File: src/rtl/byte_access_ram_ctrl.sv
// ---------------------------------------------------------------------------
// byte_access_ram_ctrl
//
// Front-end for a single-port, byte-write-enable, write-first block RAM with
// 16-bit words split into two byte lanes. Byte-addressed host requests arrive
// over a valid/ready handshake. Each request becomes a word address plus a lane
// write enable on a registered RAM bus. Read bytes come back exactly two edges
// after the request is accepted. A clear engine fills every RAM word with a
// latched 16-bit pattern.
//
// Ports
//   CLK, RST      clock (rising edge) and asynchronous active-high reset
//   req_valid     host request valid
//   req_ready     controller can accept (combinational)
//   req_write     1 = byte write, 0 = byte read
//   req_addr      byte address: [ADD_WIDTH:1] word, [0] lane (1 = high byte)
//   req_wdata     write byte
//   rsp_valid     one-cycle pulse, read byte valid
//   rsp_rdata     read byte, held until the next response
//   clr_start     start a clear of the whole RAM
//   clr_pattern   clear word, latched together with clr_start
//   clr_busy      clear in progress
//   ram_we        registered RAM lane write enables
//   ram_addr      registered RAM word address
//   ram_di        registered RAM write data
//   ram_do        RAM registered read data
// ---------------------------------------------------------------------------
module byte_access_ram_ctrl #(
    parameter int SIZE      = 512,
    parameter int ADD_WIDTH = 9,
    parameter int DI_WIDTH  = 8
) (
    input  logic                    CLK,
    input  logic                    RST,
    input  logic                    req_valid,
    output logic                    req_ready,
    input  logic                    req_write,
    input  logic [ADD_WIDTH:0]      req_addr,
    input  logic [DI_WIDTH-1:0]     req_wdata,
    output logic                    rsp_valid,
    output logic [DI_WIDTH-1:0]     rsp_rdata,
    input  logic                    clr_start,
    input  logic [2*DI_WIDTH-1:0]   clr_pattern,
    output logic                    clr_busy,
    output logic [1:0]              ram_we,
    output logic [ADD_WIDTH-1:0]    ram_addr,
    output logic [2*DI_WIDTH-1:0]   ram_di,
    input  logic [2*DI_WIDTH-1:0]   ram_do
);

    // Terminal word of the clear sweep. Compared explicitly so that a depth
    // which is not a power of two still stops at the right word.
    localparam logic [ADD_WIDTH-1:0] LAST_ADDR = ADD_WIDTH'(SIZE - 1);

    typedef enum logic {
        ST_IDLE  = 1'b0,
        ST_CLEAR = 1'b1
    } state_e;

    state_e                 state_q, state_d;
    logic                   clr_busy_q, clr_busy_d;
    logic [2*DI_WIDTH-1:0]  pattern_q, pattern_d;
    logic [1:0]             ram_we_q, ram_we_d;
    logic [ADD_WIDTH-1:0]   ram_addr_q, ram_addr_d;
    logic [2*DI_WIDTH-1:0]  ram_di_q, ram_di_d;

    // Read pipeline: stage 1 is the cycle the RAM samples the address,
    // stage 2 is the cycle ram_do carries the word.
    logic                   rd_v1_q, rd_v1_d;
    logic                   rd_lane1_q, rd_lane1_d;
    logic                   rd_v2_q, rd_v2_d;
    logic                   rd_lane2_q, rd_lane2_d;
    logic                   rsp_valid_q, rsp_valid_d;
    logic [DI_WIDTH-1:0]    rsp_rdata_q, rsp_rdata_d;

    logic                   accept;
    logic [2*DI_WIDTH-1:0]  wr_word;
    logic [DI_WIDTH-1:0]    ram_lane [2];

    // A pending clr_start already blocks the handshake, so a simultaneous
    // request is held off and the clear wins.
    assign req_ready = !RST && !clr_busy_q && !clr_start;
    assign accept    = req_valid && req_ready;

    // The write byte is placed on both lanes; the lane enable picks which
    // half of the word actually changes.
    genvar gi;
    generate
        for (gi = 0; gi < 2; gi++) begin : g_lane
            assign wr_word[gi*DI_WIDTH +: DI_WIDTH] = req_wdata;
            assign ram_lane[gi] = ram_do[gi*DI_WIDTH +: DI_WIDTH];
        end
    endgenerate

    always_comb begin
        state_d     = state_q;
        clr_busy_d  = clr_busy_q;
        pattern_d   = pattern_q;
        ram_we_d    = 2'b00;
        ram_addr_d  = ram_addr_q;
        ram_di_d    = ram_di_q;

        case (state_q)
            ST_IDLE: begin
                if (clr_start) begin
                    state_d    = ST_CLEAR;
                    clr_busy_d = 1'b1;
                    pattern_d  = clr_pattern;
                    ram_addr_d = '0;
                    ram_we_d   = 2'b11;
                    ram_di_d   = clr_pattern;
                end else if (accept) begin
                    ram_addr_d = req_addr[ADD_WIDTH:1];
                    if (req_write) begin
                        ram_di_d = wr_word;
                        ram_we_d = req_addr[0] ? 2'b10 : 2'b01;
                    end
                end
            end
            ST_CLEAR: begin
                if (ram_addr_q == LAST_ADDR) begin
                    // Last word was written at this edge; release the bus.
                    state_d    = ST_IDLE;
                    clr_busy_d = 1'b0;
                end else begin
                    ram_addr_d = ram_addr_q + ADD_WIDTH'(1);
                    ram_we_d   = 2'b11;
                    ram_di_d   = pattern_q;
                end
            end
            default: begin
                state_d    = ST_IDLE;
                clr_busy_d = 1'b0;
            end
        endcase

        rd_v1_d     = accept && !req_write;
        rd_lane1_d  = req_addr[0];
        rd_v2_d     = rd_v1_q;
        rd_lane2_d  = rd_lane1_q;
        rsp_valid_d = rd_v2_q;
        rsp_rdata_d = rd_v2_q ? ram_lane[rd_lane2_q] : rsp_rdata_q;
    end

    always_ff @(posedge CLK or posedge RST) begin
        if (RST) begin
            state_q     <= ST_IDLE;
            clr_busy_q  <= 1'b0;
            pattern_q   <= '0;
            ram_we_q    <= 2'b00;
            ram_addr_q  <= '0;
            ram_di_q    <= '0;
            rd_v1_q     <= 1'b0;
            rd_lane1_q  <= 1'b0;
            rd_v2_q     <= 1'b0;
            rd_lane2_q  <= 1'b0;
            rsp_valid_q <= 1'b0;
            rsp_rdata_q <= '0;
        end else begin
            state_q     <= state_d;
            clr_busy_q  <= clr_busy_d;
            pattern_q   <= pattern_d;
            ram_we_q    <= ram_we_d;
            ram_addr_q  <= ram_addr_d;
            ram_di_q    <= ram_di_d;
            rd_v1_q     <= rd_v1_d;
            rd_lane1_q  <= rd_lane1_d;
            rd_v2_q     <= rd_v2_d;
            rd_lane2_q  <= rd_lane2_d;
            rsp_valid_q <= rsp_valid_d;
            rsp_rdata_q <= rsp_rdata_d;
        end
    end

    assign clr_busy  = clr_busy_q;
    assign ram_we    = ram_we_q;
    assign ram_addr  = ram_addr_q;
    assign ram_di    = ram_di_q;
    assign rsp_valid = rsp_valid_q;
    assign rsp_rdata = rsp_rdata_q;

endmodule

File: config.mk
export PLATFORM = sky130hd
export DESIGN_NAME = byte_access_ram_ctrl
export DESIGN_NICKNAME = d
export VERILOG_FILES = /design/src/rtl/byte_access_ram_ctrl.sv
export SDC_FILE = /design/constraint.sdc
export NUM_CORES = 1
export LEC_CHECK = 0
export CAP_MARGIN = 20
export CORE_MARGIN = 2
export CORE_UTILIZATION = 48
export CTS_BUF_LIST = sky130_fd_sc_hd__clkbuf_8
export DETAILED_ROUTE_END_ITERATION = 10
export PLACE_DENSITY = 0.8
export SYNTH_ARGS = -nofsm -noshare
export SYNTH_HDL_FRONTEND = slang
export SYNTH_SLANG_ARGS = --single-unit
File: constraint.sdc
create_clock -name CLK -period 2 [get_ports CLK]
set_input_delay 0.2 -clock CLK [delete_from_list [all_inputs] [get_ports CLK]]
set_output_delay 0.2 -clock CLK [all_outputs]
set_load 0.05 [all_outputs]
==> metrics.csv, run 1 <==
stage;metric;value;unit
worst_setup_path;worst path arrival time;1.75;ns
worst_setup_path;crit start category;primary input;
logic_synthesis;Seq/Total Area, Yosys;51.06;%
cts;TritonCTS buffer count;9;
worst_hold_path;hold path cells;0;
finish;# nets final;424;
die;initial core utilization;48.88;%
cts;Worst-path clk slew;0.06;ns
die;die width;80.96;microns
finish;share of cells above drive strength 1;15.90;%
worst_setup_path;crit-path cells;clkdlybuf4s50_1 -> buf_4 -> nor3_1 -> buf_12;
pwr;maximum vdd ir drop;0.0007660;V
sta;Post-Route Skew;0.006414;ns
placement;IO Port Bufs;92;
pwr;PwrDens;903.0;nW/um^2
finish;fillers;438;
worst_setup_path;RR Startpoint;ram_addr[1];
finish;area of the multi-input gates;1346;sq um
drt;final antenna-violating net count;0;
logic_synthesis;Synth top area share;51.06;%
sta;Final Setup Violations;0;
worst_setup_path;Crit path required time;1.80;ns
worst_setup_path;CP max stage delay;0.75;ns
drt;Avg WL per Cell;15.96;microns
worst_setup_path;Worst Reg-to-Reg Cells;8;
sta;Final Cycle Share;97.39;%
die;Core ar.;5816;sq um
drt;routed vias;2380;
pwr;internal power;2.343;mW
logic_synthesis;post-synth top area cell;dfrtp_1;
sta;Slew headroom;56.54;%
drt;final wirelength;7120;microns
finish;n_diodes;0;
grt;total grt overflow;0;
logic_synthesis;synthesized area;2843;sq um
worst_hold_path;Worst Hold End;rd_v2_q;
cts;clk buf depth;2;
worst_setup_path;Slowest-stage cell, CP;clkdlybuf4s50_1;
run_status;outcome;complete, no violations;
drt;Vias/cell;5.336;
logic_synthesis;commonest register cell after synthesis;dfrtp_1;
sta;FMAX;513.4;MHz
grt;vias in the first global route;2244;
logic_synthesis;Synth Register Bits;58;
logic_synthesis;synth cell count leaders;58 x dfrtp_1, 30 x a21oi_1, 26 x nand2_1;
worst_setup_path;reg2reg end;ram_addr[0];
pwr;Net Switching;1.366;mW
die;cell row count;28;
sta;Final Hold Fails;0;
worst_hold_path;HP Class;flip-flop to flip-flop;
die;# IOs;93;
die;Die Span Y;80.96;microns
placement;DPL Wire Length;4617;microns
worst_setup_path;crit-path max FO;24;
sta;Period minus WS final;1.948;ns
pwr;Seq pwr share;40.9;%
logic_synthesis;Mapped Nets;325;
worst_hold_path;HP Start;rd_v1_q;
logic_synthesis;Synth Instances;267;
finish;Layout area overhead;44.50;%
grt;largest net degree at the start of global routing;59;
logic_synthesis;Post-synth ARST share;100.0;%
sta;Max Transition Viols Final;0;
grt;antenna violations before repair;0;
pwr;power share of the clock group;24.4;%
worst_setup_path;R2R setup slack;0.10;ns
drt;DR pass1 iterations;4;
cts;CTS Sinks;58;
pwr;Total Power;3.709;mW
logic_synthesis;Syn. warnings;0;
finish;Reg area;1455;sq um
run;Max-cap violations;0;
worst_setup_path;endpoint type of the worst setup path;output pin;
pwr;Gate power share;34.6;%
die;DIE AREA;6554;sq um
sta;hold slack;0.3529;ns
sta;worst slew pin tran;0.6510;ns
drt;iteration-0 DRC count of the detailed router;133;
cts;CTS tree;built;
logic_synthesis;ranking of synthesized cells by area;dfrtp_1 51%, mux2i_1 8.5%, a21oi_1 5.3%, mux2_4 4.8%, nand2_1 3.4%;
worst_setup_path;WS Path Type;primary input to output pin;
cts;Skew-Pair Late Insertion Delay;0.33;ns
grt;first-pass GRT wire length;10950;microns
logic_synthesis;most numerous cell in the Yosys netlist;dfrtp_1;
cts;CTS root buf;clkbuf_8;
cts;H-Tree Depth;3;
placement;Final Wtd Congestion;0.7892;
logic_synthesis;Yosys cell types;36;
sta;setup TNS;0;ns
logic_synthesis;Post-synth EDFFs;0;
logic_synthesis;syn avg cell area;10.65;sq um
pwr;static leakage;1.758;nW
cts;cts hold-fix bufs;0;
grt;total track usage;22.15;%
drt;drc violations;0;
pwr;sw frac;36.84;%
==> timing repair <==
item / in CTS / in global routing
buffers inserted: 0 / 1
gates cloned: 1 / 3
pin swaps: 0 / 0
resized for setup: 1 / 6
setup endpoints to repair: 3 / 27
==> metrics by stage <==
stage	utilization [%]	area [sq um]	setup slack, ns	cells
2_1_floorplan	-	2850	0.009702	267
3_3_place_gp	66.05	3841	-0.03746	425
3_5_place_dp	66.05	3841	-0.1746	425
4_1_cts	69.23	4026	0.006734	442
5_1_grt	70.63	4108	-0.01372	446
6_report	70.63	4108	0.05229	446
==> critical path, delay by kind of cell <==
family / cells / cell delay, ns
simple gates: 1 / 0.14
buf+inv: 3 / 1.40
==> state kept, by name (all words and copies together) (netlist names) <==
| signal | flops |
|---|---|
| rd_v1_q | 1 |
| rd_v2_q | 1 |
| ram_we | 2 |
| rd_lane1_q | 1 |
| rd_lane2_q | 1 |
| rsp_valid | 1 |
| state_q | 1 |
| clr_busy | 1 |
| ram_addr | 9 |
| rsp_rdata | 8 |
| ram_di | 16 |
| pattern_q | 16 |
==> cells in the final DEF, fill, tap and decap left out, drive strengths merged, types with 4 or more instances in the layout <==
master,count
clkdlybuf4s50,91
dfrtp,58
a21oi,31
o21ai,28
nand2,26
nor2,25
mux2i,24
mux2,16
inv,11
buf,11
clkbuf,10
o31ai,6
nand3,4
nor3,4
==> worst max-delay path by stage <==
stage | end | depth (start not counted) | start | slack (ns)
after floorplan | req_ready | 1 | clr_busy | 0.01
after global placement | ram_di[14] | 4 | req_write | -0.04
after detailed placement | ram_di[3] | 5 | RST | -0.17
after CTS | ram_di[3] | 8 | ram_addr[1] | 0.007
after global routing | req_ready | 4 | clr_start | -0.01
final | req_ready | 4 | clr_start | 0.05
==> layout make-up <==
class                   count  share of cell area, %
clock buffers              10                  3.351
clock inverters             6                 0.6397
inverters                   8                 0.7310
multi-input cells         187                  32.77
flip-flops and latches     58                  35.43
well taps                  75                  2.284
repair buffers            102                  24.79
==> metal layers <==
metal	vias to the layer above	track usage, %	wire length [microns]
met2	82	33.88	3368
met3	16	4.444	407
li1	1150	-	-
met4	0	11.19	180
met5	-	0	0
met1	1132	30.02	3163
==> power by group through the flow <==
stage	combinational, mW	clock, mW	sequential (mW)
6_report	1.28	0.906	1.52
5_1_grt	1.37	0.977	1.54
4_1_cts	1.28	0.918	1.51
3_5_place_dp	1.28	0	1.53
3_3_place_gp	1.26	0	1.53
2_1_floorplan	0.347	0	1.97
==> logic make-up (layout without fill, tap and decap cells) <==
group	count (synthesis)	in the layout	synth area share, %
compound gates	72	76	15.27
fa+ha+maj	3	3	1.321
buf+inv	26	126	5.105
flops	58	58	51.06
mux	40	40	15.98
simple gates	68	68	11.27
Power figures use the tool's default switching activity.
==> inputs of run 2 (changes only) <==
HOLD_SLACK_MARGIN = 0.02   (was unset)
RECOVER_POWER = 100   (was unset)
SKIP_LAST_GASP = 1   (was unset)
==> run 2 against run 1 <==
  * Non-clock buffer count stayed put
  * Maximum frequency increased by 0.12%
  * Total power fell by 1.6%
  * Sequential share of layout area rose by 0.14 points
  * Critical endpoint unchanged
  * Highest routed layer unchanged
==> metrics.csv, run 2 (synthesized netlist as in run 1, its figures left out) <==
stage;metric;value;unit;change
finish;most common cell after layout, fill and taps aside;dfrtp_1;;
drt;drc violations;0;;unchanged
worst_setup_path;WS Path Type;primary input to output pin;;
worst_setup_path;crit-path max FO;24;;unchanged
sta;Period minus WS final;1.945;ns;-0.002315 ns
worst_setup_path;CP Capture Point;req_ready;;
run;Max-cap violations;0;;unchanged
drt;met3 WL;391;microns;-3.9%
cts;CTS tree;built;;
worst_setup_path;Slowest-stage cell, CP;clkdlybuf4s50_1;;
worst_setup_path;CP Launch Point;clr_start;;
placement;IO Port Bufs;92;;unchanged
placement;placed insts;425;;unchanged
cts;H-Tree Depth;3;;unchanged
placement;DPL Wire Length;4617;microns;unchanged
cts;clk buf depth;2;;unchanged
sta;FMAX;514.0;MHz;+0.12%
worst_setup_path;R2R setup slack;0.12;ns;+0.02 ns
pwr;static leakage;1.743;nW;-0.83%
sta;Post-Route Skew;0.005753;ns;-0.0006613 ns
worst_setup_path;CP max stage delay;0.75;ns;about the same
die;DIE AREA;6554;sq um;unchanged
worst_hold_path;HP Class;flip-flop to flip-flop;;
drt;iteration-0 DRC count of the detailed router;126;;-5.3%
grt;total grt overflow;0;;unchanged
worst_setup_path;RR Startpoint;ram_addr[1];;
cts;CTS root buf;clkbuf_8;;
finish;Post-Layout Cell Count;446;;unchanged
worst_setup_path;crit-path cells;clkdlybuf4s50_1 -> buf_4 -> nor3_1 -> buf_12;;
die;Die Span Y;80.96;microns;unchanged
drt;DR pass1 iterations;4;;unchanged
worst_setup_path;Crit path required time;1.80;ns;about the same
worst_setup_path;Worst Reg-to-Reg Cells;8;;unchanged
sta;Final Setup Violations;0;;unchanged
die;Core ar.;5816;sq um;unchanged
finish;share of cells above drive strength 1;15.36;%;-0.54 points
finish;fin area;4091;sq um;-0.40%
finish;# nets final;424;;unchanged
die;initial core utilization;48.88;%;unchanged
cts;Worst-path clk slew;0.06;ns;about the same
cts;cts hold-fix bufs;0;;unchanged
run_status;outcome;complete, no violations;;
worst_setup_path;worst path arrival time;1.75;ns;about the same
sta;Final Hold Fails;0;;unchanged
placement;Final Wtd Congestion;0.7892;;unchanged
die;# IOs;93;;unchanged
pwr;PwrDens;892.2;nW/um^2;-1.2%
placement;placed cell area;3841;sq um;unchanged
die;die width;80.96;microns;unchanged
grt;largest net degree at the start of global routing;59;;unchanged
grt;first-pass GRT wire length;10950;microns;unchanged
sta;worst slew pin tran;0.7673;ns;+0.1163 ns
cts;CTS Sinks;58;;unchanged
drt;routed vias;2393;;+0.55%
sta;Final Cycle Share;97.27;%;-0.12 points
finish;fillers;440;;+0.46%
drt;DR top layer;met4;;
finish;n_diodes;0;;unchanged
pwr;maximum vdd ir drop;0.0007335;V;-4.2%
cts;TritonCTS buffer count;9;;unchanged
finish;Layout area overhead;43.93;%;
drt;WL met2;3389;microns;+0.62%
worst_setup_path;reg2reg end;ram_addr[0];;
grt;antenna violations before repair;0;;unchanged
drt;final antenna-violating net count;0;;unchanged
worst_setup_path;crit start category;primary input;;
drt;Vias/cell;5.365;;+0.55%
drt;final wirelength;7106;microns;-0.20%
die;cell row count;28;;unchanged
drt;Avg WL per Cell;15.93;microns;-0.20%
grt;total track usage;22.15;%;unchanged
worst_setup_path;endpoint type of the worst setup path;output pin;;
grt;vias in the first global route;2244;;unchanged
sta;Max Transition Viols Final;0;;unchanged
drt;met1 wire length;3147;microns;-0.51%
finish;most frequent cells in the layout;55 x dfrtp_1, 53 x clkdlybuf4s50_1, 38 x dlygate4sd3_1;;
sta;Slew headroom;48.85;%;-7.7 points
cts;Skew-Pair Late Insertion Delay;0.33;ns;about the same
[run 2: changes by cell type in the layout (fill, tap and decap cells not counted), sizes merged]
cell,change
clkdlybuf4s50,-38
dlygate4sd3,+38
buf,-2
clkbuf,+2
clkinv,+1
inv,-1
[run 2: timing repair]
action,CTS,global route
endpoints found under the hold margin,0,0
setup buffers,0,1
endpoints found under the setup margin,3,27
gates cloned,1,3
gates resized for setup,1,6
[run 2: worst max-delay path: cells and delay by family]
family	cells	cell delay, ns
buffers and inverters	3	1.40
and+or+nand+nor	1	0.14
[run 2: how the worst min path moves through the flow]
stage | endpoint | start | cells past startpoint
floorplan | rd_lane1_q | req_addr[0] | 0
global placement | rd_v2_q | rd_v1_q | 0
detailed placement | rd_v2_q | rd_v1_q | 0
CTS | rd_v2_q | rd_v1_q | 0
global route | rd_lane2_q | rd_lane1_q | 0
finish | rd_v2_q | rd_v1_q | 0
[run 2: area by class of cell]
cell class                      count  area (sq um)  area share, %
Sequential cell                    58          1455          35.57
Clock inverter                      6         26.28         0.6422
Inverter                            8         30.03         0.7339
Clock buffer                       10         137.6          3.364
Tap cell                           75         93.84          2.294
Multi-Input combinational cell    187          1346          32.91
Timing Repair Buffer              102          1002          24.50
[run 2: power breakdown]
group | internal [mW] | switching (mW)
registers | 1.35 | 0.158
logic | 0.474 | 0.758
clock network | 0.463 | 0.443
total | 2.29 | 1.36
[run 2: stage by stage]
step                util (%)  power, mW  setup slack (ns)  setup TNS (ns)  hold WS (ns)
finish                 70.35      3.650           0.05461               0        0.3525
floorplan                  -      2.317          0.009702               0        0.2314
CTS                    69.23      3.713          0.006734               0        0.3536
detailed placement     66.05      2.807           -0.1746          -1.985        0.3396
global placement       66.05      2.784          -0.03746         -0.5185        0.3310
global route           70.35      3.831          -0.01372        -0.01372        0.3645
[run 2: metal layers]
metal  global-route usage [%]  vias to the layer above
li1                         -                     1149
met1                    30.02                     1153
met2                    33.88                       75
met3                    4.444                       16
met4                    11.19                        0
met5                        0                        -
